[config.mk]
export PLATFORM = sky130hd
export DESIGN_NAME = keypad_scanner
export DESIGN_NICKNAME = d
export VERILOG_FILES = /design/src/rtl/keypad_scanner.sv
export SDC_FILE = /design/constraint.sdc
export NUM_CORES = 1
export LEC_CHECK = 0
export CAP_MARGIN = 10
export CORE_MARGIN = 1
export CORE_UTILIZATION = 40
export DETAILED_ROUTE_END_ITERATION = 16
export PLACE_DENSITY = 0.56
export SLEW_MARGIN = 10
export SYNTH_ARGS = -nofsm -noshare
export SYNTH_HDL_FRONTEND = slang
export SYNTH_SLANG_ARGS = --single-unit
[constraint.sdc]
create_clock -name clk -period 3.49 [get_ports clk]
set_input_delay 0.8725 -clock clk [delete_from_list [all_inputs] [get_ports clk]]
set_output_delay 0.8725 -clock clk [all_outputs]
set_load 0.01 [all_outputs]
[src/rtl/keypad_scanner.sv]
// 4x4 matrix keypad scanner: drives one active-low column at a time, synchronises and
// debounces the rows, and emits a one-cycle key_valid strobe with a 4-bit key code.
module keypad_scanner #(
    parameter int SCAN_DIV = 16,
    parameter int DEBOUNCE = 4
) (
    input  logic       clk,
    input  logic       rst_n,
    input  logic [3:0] row_in,
    output logic [3:0] col_out,
    output logic [3:0] key_code,
    output logic       key_valid,
    output logic       key_held
);

    localparam int TW = $clog2(SCAN_DIV);
    localparam int CW = $clog2(DEBOUNCE + 1);
    localparam logic [TW-1:0] T_LAST  = TW'(SCAN_DIV - 1);
    localparam logic [CW-1:0] CNT_MAX = CW'(DEBOUNCE);

    typedef enum logic [1:0] {
        S_SCAN    = 2'd0,
        S_DEB     = 2'd1,
        S_PRESSED = 2'd2,
        S_RELEASE = 2'd3
    } state_t;

    state_t          state, state_next;
    logic [3:0]      row_m, row_s, row_lat;
    logic [TW-1:0]   timer;
    logic [1:0]      col;
    logic [CW-1:0]   cnt, cnt_inc;
    logic            sample, row_idle, one_low, cnt_done;
    logic            adv_col, load_key, accept, released, cnt_one, cnt_step;
    logic [3:0]      src_row;

    function automatic logic [1:0] row_idx(input logic [3:0] p);
        case (p)
            4'b1110: row_idx = 2'd0;
            4'b1101: row_idx = 2'd1;
            4'b1011: row_idx = 2'd2;
            default: row_idx = 2'd3;
        endcase
    endfunction

    function automatic logic [3:0] map_key(input logic [1:0] r, input logic [1:0] c);
        case ({r, c})
            4'b00_00: map_key = 4'h1;
            4'b00_01: map_key = 4'h2;
            4'b00_10: map_key = 4'h3;
            4'b00_11: map_key = 4'hA;
            4'b01_00: map_key = 4'h4;
            4'b01_01: map_key = 4'h5;
            4'b01_10: map_key = 4'h6;
            4'b01_11: map_key = 4'hB;
            4'b10_00: map_key = 4'h7;
            4'b10_01: map_key = 4'h8;
            4'b10_10: map_key = 4'h9;
            4'b10_11: map_key = 4'hC;
            4'b11_00: map_key = 4'hF;
            4'b11_01: map_key = 4'h0;
            4'b11_10: map_key = 4'hE;
            default:  map_key = 4'hD;
        endcase
    endfunction

    assign sample   = (timer == T_LAST);
    assign row_idle = &row_s;
    assign one_low  = (row_s == 4'b1110) || (row_s == 4'b1101) ||
                      (row_s == 4'b1011) || (row_s == 4'b0111);
    assign cnt_inc  = (cnt == CNT_MAX) ? cnt : cnt + 1'b1;
    assign cnt_done = (cnt_inc == CNT_MAX);
    // With DEBOUNCE=1 the key is accepted in the same cycle the row is latched.
    assign src_row  = load_key ? row_s : row_lat;

    always_ff @(posedge clk or negedge rst_n) begin
        if (!rst_n) state <= S_SCAN;
        else        state <= state_next;
    end

    always_comb begin
        state_next = state;
        adv_col    = 1'b0;
        load_key   = 1'b0;
        accept     = 1'b0;
        released   = 1'b0;
        cnt_one    = 1'b0;
        cnt_step   = 1'b0;
        case (state)
            S_SCAN: if (sample) begin
                if (one_low) begin
                    load_key = 1'b1;
                    cnt_one  = 1'b1;
                    if (DEBOUNCE == 1) begin
                        state_next = S_PRESSED;
                        accept     = 1'b1;
                    end else begin
                        state_next = S_DEB;
                    end
                end else begin
                    adv_col = 1'b1;
                end
            end
            S_DEB: if (sample) begin
                if (row_s == row_lat) begin
                    cnt_step = 1'b1;
                    if (cnt_done) begin
                        state_next = S_PRESSED;
                        accept     = 1'b1;
                    end
                end else begin
                    state_next = S_SCAN;
                    adv_col    = 1'b1;
                end
            end
            S_PRESSED: if (sample && row_idle) begin
                if (DEBOUNCE == 1) begin
                    state_next = S_SCAN;
                    released   = 1'b1;
                    adv_col    = 1'b1;
                end else begin
                    state_next = S_RELEASE;
                    cnt_one    = 1'b1;
                end
            end
            S_RELEASE: if (sample) begin
                if (row_idle) begin
                    cnt_step = 1'b1;
                    if (cnt_done) begin
                        state_next = S_SCAN;
                        released   = 1'b1;
                        adv_col    = 1'b1;
                    end
                end else begin
                    state_next = S_PRESSED;
                end
            end
            default: state_next = S_SCAN;
        endcase
    end

    // key_valid is a bare strobe: no ready/backpressure, consumers must capture it in that cycle.
    always_ff @(posedge clk or negedge rst_n) begin
        if (!rst_n) begin
            row_m     <= 4'b1111;
            row_s     <= 4'b1111;
            row_lat   <= 4'b1111;
            timer     <= '0;
            col       <= 2'd0;
            cnt       <= '0;
            key_code  <= 4'h0;
            key_valid <= 1'b0;
            key_held  <= 1'b0;
        end else begin
            row_m     <= row_in;
            row_s     <= row_m;
            timer     <= sample ? '0 : timer + 1'b1;
            key_valid <= accept;
            if (adv_col)  col     <= col + 2'd1;
            if (load_key) row_lat <= row_s;
            if (cnt_one)       cnt <= CW'(1);
            else if (cnt_step) cnt <= cnt_inc;
            if (accept) begin
                key_code <= map_key(row_idx(src_row), col);
                key_held <= 1'b1;
            end else if (released) begin
                key_held <= 1'b0;
            end
        end
    end

    always_comb begin
        col_out = ~(4'b0001 << col);
    end

endmodule

==> qor.csv, run 1 <==
stage,metric,value,unit
sta,Setup Skew,0.004273,ns
sta,Slew HR,0.6786,
placed_design,Routability Congestion,0.8146,
placed_design,IO buf count,15,
die,# IOs,16,
sta,setup ws final,0.9515,ns
placed_design,dpl cells,232,
global_route,gr usage total,0.1717,
placed_design,pre-CTS setup slack,0.9618,ns
drt,vias,1295,
global_route,largest net degree at the start of global routing,30,
sta,"Min Clock Period, post-route",2.538,ns
layout,layout cells sized above 1,0.1526,
critical_path,Critical Path Start Type,flip-flop,
sta,Max Slew Vio Count,0,
critical_path,worst endpoint required time,2.62,ns
critical_path,crit end category,output pin,
clock_network,post_cts resized,0,
layout,area delta synth->final,15.97,%
power,total power,0.9234,mW
power,Lkg Pwr,0.8480,nW
drt,routed len/inst,13.35,um
synthesis,"Top FF cell, synth",dfrtp_1,
placed_design,HPWL Detailed,2394,um
global_route,vias in the first global route,1189,
power,power density over the cells,472.8,nW/um^2
critical_path,Worst EP arrival,1.67,ns
placed_design,Placed Area,1863,um^2
run,max-cap violations,0,
critical_path,"Largest stage delay, worst path",0.54,ns
die,die height,66.89,um
clock_network,H-tree levels,2,
clock_network,clock sink count,29,
clock_network,Root Buffer,clkbuf_8,
sta,Final Hold Slack,0.3545,ns
synthesis,sequential element share of the synthesized area,0.4398,
synthesis,synthesized area per cell,9.735,um^2
critical_path,CP cell instances,"inv_1, ha_1, inv_1, clkdlybuf4s50_1",
clock_network,clk slew on worst S/H paths,0.06,ns
layout,Multi-input gate area,844.6,um^2
drt,WL final,3204,um
sta,final setup TNS,0,ns
global_route,GR Overflow Total,0,
global_route,met1 usage,0.2327,
die,Initial Util,0.4180,
clock_network,CTS tree,done,
drt,Vias per Instance,5.396,
synthesis,Netlist Area Pre-Place,1684,um^2
drt,Routed Antenna Nets,0,
synthesis,top-count cell post-synth,nand2_1,
critical_path,Critical Path Fanout Max,5,
die,die area,4474,um^2
synthesis,YS warnings,0,
layout,Non-Filler Instances,240,
critical_path,Top delay family on crit path,buffers and inverters,
synthesis,share of Yosys cell area claimed by the top area cell type,0.2526,
global_route,grt peak-use layer,met2,
sta,Setup Viol. Count Final,0,
sta,RSZ-0062 raised after global routing,false,
sta,Final period util,0.7274,
synthesis,number of distinct library cells after synthesis,47,
drt,Iteration-0 DRC Markers,88,
power,VDD IR max,0.0002916,V
global_route,initial antenna violation count,0,
synthesis,Post-Synthesis Cells,173,
global_route,met3 Use GR,0.06164,
die,Placeable Area,4029,um^2
synthesis,"area leader, netlist",dfrtp_1,
layout,post-layout instance area,1953,um^2
sta,Final Hold Vio Count,0,
layout,Filler cells,393,
min_path,HP Class,reg -> reg,
synthesis,ys async rst share,1.000,
die,Die X,66.89,um
synthesis,Syn Nets,188,
synthesis,Seq cells post-synth,29,
clock_network,number of CTS-inserted buffers,5,
global_route,GRT met2 Usage,0.2513,
synthesis,number of synthesized flops with an enable pin,0,
layout,sequential cell area,740.7,um^2
global_route,first-pass GRT wire length,5623,um
clock_network,number of hold buffers added after cts,0,
status,outcome,"finished, final reports clean",
layout,NumNets Final,204,
synthesis,Synth area leaders,"dfrtp_1, dfstp_2, ha_1",
die,floorplan row count,23,
clock_network,post-CTS setup buffers,0,
critical_path,CP max-delay cell,clkdlybuf4s50_1,
drt,drt pass-1 iters,6,
layout,# diodes,0,
critical_path,Setup CP Type,reg -> out,
synthesis,Commonest cells post-synth,"nand2_1, dfrtp_1, a21oi_1, dfstp_2, nor2_1",
sta,slew of the pin with the lowest slew margin,0.4783,ns
sta,f_max,393.9,MHz
clock_network,clk buf depth,2,
critical_path,worst path bufs/invs,3,
critical_path,cell mode on critical path,inv_1,
clock_network,clk_lat worst skew,0.27,ns
drt,DRC viols,0,
layout,final core utilization,0.4848,
## final timing paths
path | from | endpoint | slack (ns) | depth (start not counted)
hold / removal | row_m[1] | row_s[1] | 0.35 | 0
setup / recovery | col[0] | col_out[2] | 0.95 | 4
min in group asynchronous | rst_n | cnt[0] | 0.97 | 2
hold reg to reg | row_m[1] | row_s[1] | 0.35 | 0
max in group asynchronous | rst_n | row_m[0] | 2.20 | 2
setup reg to reg | cnt[0] | key_code[3] | 0.96 | 8
## cell usage in the layout, fill, tap and decap left out, types with 2 or more instances in the layout
master,count
clkbuf_8,6
nand2b_1,3
a21oi_1,14
clkdlybuf4s50_1,15
ha_1,9
dfrtp_1,17
nand4b_1,2
nor3_1,4
nor4_1,3
o21ai_0,9
o22ai_1,2
mux2i_1,3
xor2_1,2
dfstp_2,12
nor2_1,12
nand3_1,3
o31ai_1,3
nand4_1,2
nand2_1,19
xnor2_1,6
o211a_1,2
and2_1,2
and4b_1,2
clkbuf_1,2
mux2_2,3
inv_1,11
## cell families after synthesis
kind of cell / after synthesis / share of synthesized area
xor gates and xnor gates: 8 / 0.04161
and+or+nand+nor: 59 / 0.1835
DFF: 29 / 0.4398
AOI/OAI and AO/OA: 43 / 0.1716
buffers and inverters: 19 / 0.05869
muxes: 6 / 0.03789
adders and majority gates: 9 / 0.06687
## power by group
part	total, mW	internal, mW	switching [mW]
Sequential	0.405	0.370	0.0348
Clock	0.275	0.160	0.115
Combinational	0.243	0.115	0.128
Total	0.923	0.645	0.278
## area by class of cell
cell class	instances	share of cell area
Tap cell	50	0.03203
Clock buffer	8	0.04612
Timing Repair Buffer	16	0.08072
Inverter	12	0.02947
Multi-Input combinational cell	125	0.4324
Sequential cell	29	0.3792
## state kept, by name, summed over array words and instances, names as in the netlist
| name | cells |
|---|---|
| key_code | 4 |
| col | 2 |
| cnt | 3 |
| key_held | 1 |
| row_s | 4 |
| key_valid | 1 |
| row_m | 4 |
| state | 2 |
| timer | 4 |
| row_lat | 4 |
## metal layers
metal  up-vias  wire length, um
met5         -                0
met2        37             1426
met1       610             1592
li1        644                -
met4         0               22
met3         4              163
Power figures use the tool's default switching activity.
==> run 2: changes to the inputs <==
==> constraint.sdc (replaced) <==
create_clock -name clk -period 2.55 [get_ports clk]
set_input_delay 0.6375 -clock clk [delete_from_list [all_inputs] [get_ports clk]]
set_output_delay 0.6375 -clock clk [all_outputs]
set_load 0.01 [all_outputs]
==> qor.csv, run 2 (synthesis gave the netlist of run 1 again) <==
stage,metric,value,unit
min_path,Hold Crit Start,row_m[1],
sta,final setup TNS,0,ns
critical_path,CP max-delay cell,dfrtp_1,
layout,NumNets Final,209,
clock_network,clk_lat worst skew,0.27,ns
critical_path,CP cell instances,"inv_1, ha_1, or3b_1, a311oi_2, nand3_2, or2_4, nor3_1, a211oi_2",
die,die height,66.89,um
layout,area delta synth->final,17.76,%
critical_path,worst path bufs/invs,1,
drt,routed len/inst,13.66,um
layout,# diodes,0,
global_route,first-pass GRT wire length,5871,um
critical_path,Critical Path Start Type,flip-flop,
drt,drt pass-1 iters,6,
sta,RSZ-0062 raised after global routing,false,
power,sequential share of power,0.448,
layout,most frequent cells in the layout,"nand2_1, dfrtp_1, clkdlybuf4s50_1",
sta,f_max,423.6,MHz
sta,Final period util,0.9258,
sta,Max Slew Vio Count,0,
status,outcome,"finished, final reports clean",
die,floorplan row count,23,
run,max-cap violations,0,
sta,setup ws final,0.1892,ns
placed_design,IO buf count,15,
sta,Setup Viol. Count Final,0,
clock_network,Root Buffer,clkbuf_8,
clock_network,clk buf depth,2,
layout,"commonest non-fill, non-tap cell in the layout",nand2_1,
min_path,HP Class,reg -> reg,
clock_network,post-CTS setup buffers,0,
die,Placeable Area,4029,um^2
power,power share of the clock group,0.283,
power,P_int,0.8585,mW
global_route,GR Overflow Total,0,
power,NetSw,0.3806,mW
clock_network,clk slew on worst S/H paths,0.06,ns
die,# IOs,16,
critical_path,Top delay family on crit path,simple AND/OR/NAND/NOR gates,
critical_path,"Largest stage delay, worst path",0.43,ns
clock_network,number of CTS-inserted buffers,5,
critical_path,worst endpoint required time,2.71,ns
power,power density over the cells,624.8,nW/um^2
placed_design,HPWL Detailed,2533,um
power,Sw Ratio,0.3072,
sta,Slew HR,0.6336,
power,Combinational Power Share,0.269,
placed_design,Routability Congestion,0.8503,
power,VDD IR max,0.0003316,V
global_route,largest net degree at the start of global routing,30,
global_route,vias in the first global route,1305,
clock_network,number of hold buffers added after cts,0,
sta,"Min Clock Period, post-route",2.361,ns
drt,Routed Antenna Nets,0,
sta,Final Hold Vio Count,0,
critical_path,Worst EP arrival,2.52,ns
drt,WL final,3346,um
sta,Final Hold Slack,0.3540,ns
critical_path,crit path from,cnt[0],
placed_design,pre-CTS setup slack,0.06772,ns
clock_network,clock sink count,29,
critical_path,Critical Path Fanout Max,9,
drt,vias,1303,
critical_path,Setup CP Type,reg -> reg,
global_route,gr usage total,0.1758,
drt,DRC viols,0,
power,Lkg Pwr,0.8683,nW
critical_path,reg2reg start,cnt[0],
die,Die X,66.89,um
drt,Vias per Instance,5.318,
critical_path,crit end category,flip-flop,
layout,layout cells sized above 1,0.1744,
sta,slew of the pin with the lowest slew margin,0.5454,ns
clock_network,post_cts resized,0,
die,Initial Util,0.4180,
clock_network,CTS tree,done,
clock_network,H-tree levels,2,
sta,Setup Skew,0.003383,ns
global_route,initial antenna violation count,0,
die,die area,4474,um^2
drt,Iteration-0 DRC Markers,73,
[run 2: power groups by stage]
stage / registers [mW] / logic, mW / clock network [mW]
finish: 0.555 / 0.333 / 0.351
global route: 0.561 / 0.372 / 0.385
CTS: 0.555 / 0.334 / 0.363
detailed placement: 0.562 / 0.330 / 0
global placement: 0.558 / 0.329 / 0
floorplan: 0.541 / 0.224 / 0
[run 2: final cells by class]
type                    instances  area (um^2)
clock buffers                   8        80.08
fillers                       381         2046
inverters                      12        57.56
well taps                      50        62.56
flip-flops and latches         29        740.7
multi-input cells             125        847.1
repair buffers                 21        195.2
[run 2: metal layers]
layer | GRT usage | wire length (um)
met5 | 0 | 0
met2 | 0.2803 | 1550
met4 | 0.07181 | 38
met1 | 0.2298 | 1645
met3 | 0.03596 | 111
[run 2: path summary, 6_finish.rpt]
path	depth (start not counted)	end	slack, ns
min	0	row_s[1]	0.35
max in group asynchronous	2	row_m[0]	1.51
max reg2reg	8	key_code[3]	0.19
max	8	key_code[3]	0.19
min reg2reg	0	row_s[1]	0.35
min in group asynchronous	2	cnt[2]	0.73
[run 2: worst register-to-register path: stages (launching register included)]
cell	delay [ns]
dfrtp_1	0.43
inv_1	0.07
ha_1	0.24
or3b_1	0.39
a311oi_2	0.32
nand3_2	0.15
or2_4	0.35
nor3_1	0.24
a211oi_2	0.05
[run 2: stage by stage]
stage / util / area, um^2 / instances / power, mW
final: 0.4922 / 1983 / 245 / 1.239
after global routing: 0.4922 / 1983 / 245 / 1.318
after CTS: 0.4916 / 1981 / 245 / 1.252
after detailed placement: 0.4717 / 1901 / 237 / 0.8918
after global placement: 0.4717 / 1901 / 237 / 0.8868
after floorplan: - / 1684 / 173 / 0.7647
